**src/rtl/objective.sv**
```systemverilog
// Error-generation stage closing the perceptron training loop: pairs each result with
// its target label, returns a scaled signed error and counts mispredictions.
module objective #(
    parameter int SHIFT = 7
) (
    input  logic        clk,
    input  logic        rst,
    input  logic        en,
    input  logic        arg_stb,
    input  logic [7:0]  arg_dat,
    output logic        arg_rdy,
    input  logic        tgt_stb,
    input  logic [7:0]  tgt_dat,
    output logic        tgt_rdy,
    output logic        err_stb,
    output logic [15:0] err_dat,
    input  logic        err_rdy,
    output logic [15:0] cnt
);

    localparam int DATA_W = 8;
    localparam int ERR_W  = 16;
    localparam int CNT_W  = 16;

    typedef enum logic {
        COLLECT = 1'b0,
        SEND    = 1'b1
    } state_t;

    // The 9-bit difference is sign-extended before shifting; SHIFT<=7 keeps it in 16 bits.
    function automatic logic signed [ERR_W-1:0] scale_err(
        input logic [DATA_W-1:0] tgt,
        input logic [DATA_W-1:0] arg
    );
        logic signed [DATA_W:0]  diff;
        logic signed [ERR_W-1:0] ext;
        diff = $signed({1'b0, tgt}) - $signed({1'b0, arg});
        ext  = ERR_W'(diff);
        return ext <<< SHIFT;
    endfunction

    function automatic logic [CNT_W-1:0] sat_inc(input logic [CNT_W-1:0] v);
        return (&v) ? v : v + 1'b1;
    endfunction

    state_t                   state_q, state_d;
    logic                     have_arg_q, have_arg_d;
    logic                     have_tgt_q, have_tgt_d;
    logic [DATA_W-1:0]        arg_hold_q, arg_hold_d;
    logic [DATA_W-1:0]        tgt_hold_q, tgt_hold_d;
    logic signed [ERR_W-1:0]  err_q, err_d;
    logic [CNT_W-1:0]         cnt_q, cnt_d;

    logic                     arg_rdy_int, tgt_rdy_int, err_stb_int;
    logic                     arg_fire, tgt_fire;
    logic [DATA_W-1:0]        arg_val, tgt_val;

    // Handshake outputs come only from registered state, en and rst.
    always_comb begin
        arg_rdy_int = en & ~rst & (state_q == COLLECT) & ~have_arg_q;
        tgt_rdy_int = en & ~rst & (state_q == COLLECT) & ~have_tgt_q;
        err_stb_int = en & ~rst & (state_q == SEND);
        arg_fire    = arg_stb & arg_rdy_int;
        tgt_fire    = tgt_stb & tgt_rdy_int;
        arg_val     = arg_fire ? arg_dat : arg_hold_q;
        tgt_val     = tgt_fire ? tgt_dat : tgt_hold_q;
    end

    always_comb begin
        state_d    = state_q;
        have_arg_d = have_arg_q;
        have_tgt_d = have_tgt_q;
        arg_hold_d = arg_hold_q;
        tgt_hold_d = tgt_hold_q;
        err_d      = err_q;
        cnt_d      = cnt_q;

        case (state_q)
            COLLECT: begin
                if (arg_fire) begin
                    have_arg_d = 1'b1;
                    arg_hold_d = arg_dat;
                end
                if (tgt_fire) begin
                    have_tgt_d = 1'b1;
                    tgt_hold_d = tgt_dat;
                end
                // Completing capture: either operand may arrive last, or both together.
                if ((have_arg_q | arg_fire) & (have_tgt_q | tgt_fire) & (arg_fire | tgt_fire)) begin
                    err_d      = scale_err(tgt_val, arg_val);
                    if (tgt_val != arg_val) begin
                        cnt_d = sat_inc(cnt_q);
                    end
                    have_arg_d = 1'b0;
                    have_tgt_d = 1'b0;
                    state_d    = SEND;
                end
            end
            SEND: begin
                if (err_stb_int & err_rdy) begin
                    state_d = COLLECT;
                end
            end
            default: state_d = COLLECT;
        endcase
    end

    always_ff @(posedge clk) begin
        if (rst) begin
            state_q    <= COLLECT;
            have_arg_q <= 1'b0;
            have_tgt_q <= 1'b0;
            err_q      <= '0;
            cnt_q      <= '0;
        end else begin
            state_q    <= state_d;
            have_arg_q <= have_arg_d;
            have_tgt_q <= have_tgt_d;
            err_q      <= err_d;
            cnt_q      <= cnt_d;
        end
    end

    // Operand holding registers are only meaningful while their flag is set.
    always_ff @(posedge clk) begin
        arg_hold_q <= arg_hold_d;
        tgt_hold_q <= tgt_hold_d;
    end

    assign arg_rdy = arg_rdy_int;
    assign tgt_rdy = tgt_rdy_int;
    assign err_stb = err_stb_int;
    assign err_dat = rst ? '0 : err_q;
    assign cnt     = rst ? '0 : cnt_q;

endmodule

```
**config.mk**
```make
export PLATFORM = sky130hd
export DESIGN_NAME = objective
export DESIGN_NICKNAME = d
export VERILOG_FILES = /design/src/rtl/objective.sv
export SDC_FILE = /design/constraint.sdc
export NUM_CORES = 1
export LEC_CHECK = 0
export CAP_MARGIN = 30
export CORE_MARGIN = 3
export CORE_UTILIZATION = 55
export DETAILED_ROUTE_END_ITERATION = 6
export PLACE_DENSITY = 0.86
export SYNTH_ARGS = -nofsm -noshare
export SYNTH_HDL_FRONTEND = slang
export SYNTH_SLANG_ARGS = --single-unit
```
**constraint.sdc**
```tcl
create_clock -name clk -period 4.9 [get_ports clk]
set_input_delay 0.98 -clock clk [delete_from_list [all_inputs] [get_ports clk]]
set_output_delay 0.98 -clock clk [all_outputs]
set_load 0.005 [all_outputs]
```
==> results.cfg <==
[run_status]
status = finished clean

[cells_and_area]
antenna-diode-count = 0
area_growth_pct = 21.91
fillers = 352
nets = 361
drive_above_1_share = 0.08157

[timing]
hold_viol = 0
maxSlewHeadroom = 0.4326
setup_violations = 0
finalClockSkew_ns = 0.007949
worstMarginPinSlew_ns = 0.8446
layout_min_cycle_time_ns = 4.276
fin_crit_sh = 0.8726
tns_ns = 0
drv_slew = 0
grt_setup_unrepaired = false
fmax_mhz = 233.9

[synthesis]
synth.most_common_cell = nand2_1
syn_avg_cell_area_sq_um = 9.208
yosysSeqAreaShare = 0.3981
yosysUniqueCellTypes = 49
synthFlopType = dfxtp_1
synth-edff-count = 16
ys_async_sr_fraction = 0
syn-cell-area_sq_um = 2615
ys_seq_elements = 44
yosysTopAreaCell = dfxtp_1
ys_top_cells_by_count = nand2_1, dfxtp_1, nor2b_1
syn_inst = 284
synth_area_leaders = dfxtp_1, edfxtp_1, nor2b_1
synth_warnings = 0
synth_top_area_share = 0.2144

[setup_path]
slowest_stage = clkdlybuf4s50_1
critical_path.endpoint = cnt_q[0]$_SDFFE_PP0P_
path_buf_inv = 2
worstSetupStartpointType = input pin
path_class = in2reg
worst-path-stages = 11
r2r_start = state_q$_SDFF_PP0_
path_delay_family = simple AND/OR/NAND/NOR gates
regToRegEndpoint = cnt_q[0]$_SDFFE_PP0P_
critPathCaptureType = flip-flop
crit_fanout = 15
crit_path_frequent_cell = nand4_1
cp.required_ns = 5.09
cp_slowest_stage_delay_ns = 0.58
worstPathCellList = clkdlybuf4s50_1, nor4b_4, nand2_1, mux2i_1, ha_1, nand4_1, inv_1, nand4_1, nor3b_4, nand2b_1, mux2_2
reg2reg_setup_slack_ns = 1.51
reg2reg_depth = 10
cp.arrival_ns = 4.47
setup.worst_path.start = rst

[routing]
dr.pass1.iters = 4
post-route-drc-count = 0
avgViaCountPerCell = 5.556
ant_nets = 0
routedWlPerCell_microns = 14.50
num_vias = 2128
drt_wl_total_microns = 5552
drtIter0Drc = 70

[cts]
cts_sinks = 44
cts_htree_levels = 2
cts_tree = done
clk_pin_slew_worst_paths_ns = 0.08
cts_setup_buffers = 0
ctsHoldBuffers = 0
cts_root_buffer = clkbuf_8
numCtsBuffers = 5
clock_latency_ns = 0.29
cts_buffer_depth = 2
cts_resized = 0

[power]
total_power_mw = 1.009
cellPowerDensity_nw_per_um2 = 316.3
ir_worst_vdd_v = 0.0002038
p_leak_nw = 1.329

[floorplan]
dieArea_sq_um = 5618
fp.coreArea_sq_um = 4474
dieWidth_microns = 74.96
num_io_pins = 57
start_util = 0.5845
dieHeight_microns = 74.96
rows = 24

[global_routing]
grt_pass1_vias = 2116
grt_max_degree = 39
use_met3 = 0.04406
use_met2 = 0.3453
grt_use_total = 0.2144
top_usage_layer = met2
met1_usage = 0.2873
grt_pass1_wl_microns = 9377
grt_antenna_before_repair = 0
globalRoute.totalOverflow = 0

[placed_design]
portBuffers = 49
dpl.hpwl_microns = 4267
routabilityCongestion = 0.8219

[job]
maxCapViolCount = 0

[hold_path]
hold_class = reg2reg
through the flow:
stage | worst slack (ns) | instance area (sq um) | hold slack, ns | util | instances
2_1_floorplan | 1.303 | 2638 | 0.4831 | - | 290
3_3_place_gp | 0.5065 | 3098 | 0.4936 | 0.6924 | 375
3_5_place_dp | 0.3366 | 3098 | 0.5222 | 0.6924 | 375
4_1_cts | 0.6399 | 3188 | 0.5439 | 0.7125 | 383
5_1_grt | 0.3564 | 3188 | 0.5785 | 0.7125 | 383
6_report | 0.6245 | 3188 | 0.5446 | 0.7125 | 383
final cells by class:
type                       count  area, sq um  area share
timing repair buffer          50        498.0      0.1562
multi-input combinational    215         1441      0.4521
sequential                    44         1041      0.3265
tap                           52        65.06     0.02041
inverter                      14        52.55     0.01648
clock buffer                   8        90.09     0.02826
tightest hold or removal path: stages (launching register included):
cell     delay [ns]
dfxtp_1        0.33
inv_1          0.07
mux2_1         0.12
cell families (layout without fill, tap and decap cells):
kind of cell	Yosys count	count (layout)	share of synthesized area
compound gates	34	34	0.08901
mux	26	26	0.1081
other cells	1	7	0.001434
buf+inv	31	72	0.05933
simple gates	133	133	0.2780
fa+ha+maj	9	9	0.04593
xor+xnor	6	6	0.02010
flops	44	44	0.3981
layer usage:
metal / wire, microns / share of wire
met5: 0 / 0
met4: 99 / 0.018
met3: 270 / 0.049
met2: 2568 / 0.46
met1: 2613 / 0.47
layout by cell type (no fill, tap or decap), types with 2 or more instances in the layout:
cell type / count
a21o_1: 3
a21oi_1: 8
a41oi_1: 2
and3_1: 6
and4_1: 2
clkbuf_1: 2
clkbuf_8: 6
clkdlybuf4s50_1: 49
conb_1: 7
dfxtp_1: 28
edfxtp_1: 16
ha_1: 8
inv_1: 14
mux2_1: 7
mux2_2: 11
mux2i_1: 8
nand2_1: 37
nand3_1: 10
nand3b_1: 2
nand4_1: 4
nor2_1: 20
nor2b_1: 26
nor3_1: 9
nor3b_1: 2
nor3b_4: 2
nor4_1: 6
nor4b_1: 2
o21ai_0: 10
xnor2_1: 5
power breakdown:
part           total [mW]  internal [mW]  leakage (nW)  switching (mW)
combinational       0.333          0.155         0.890           0.178
clock               0.230          0.115        0.0455           0.115
sequential          0.446          0.433         0.393          0.0130
worst min path at each step:
stage / start / endpoint / slack (ns) / cells after the start
2_1_floorplan: cnt_q[2]$_SDFFE_PP0P_ / cnt_q[2]$_SDFFE_PP0P_ / 0.48 / 2
3_3_place_gp: cnt_q[2]$_SDFFE_PP0P_ / cnt_q[2]$_SDFFE_PP0P_ / 0.49 / 2
3_5_place_dp: cnt_q[2]$_SDFFE_PP0P_ / cnt_q[2]$_SDFFE_PP0P_ / 0.52 / 2
4_1_cts: cnt_q[2]$_SDFFE_PP0P_ / cnt_q[2]$_SDFFE_PP0P_ / 0.54 / 2
5_1_grt: cnt_q[0]$_SDFFE_PP0P_ / cnt_q[0]$_SDFFE_PP0P_ / 0.58 / 2
6_report: cnt_q[2]$_SDFFE_PP0P_ / cnt_q[2]$_SDFFE_PP0P_ / 0.54 / 2
state kept, by name, summed over array words and instances, names as in the netlist, named ones only:
name and cells:
state_q 1, err_q 9, have_arg_q 1, cnt_q 16, arg_hold_q 8, have_tgt_q 1, tgt_hold_q 7
Note: power is estimated with default switching activity, not from simulation.
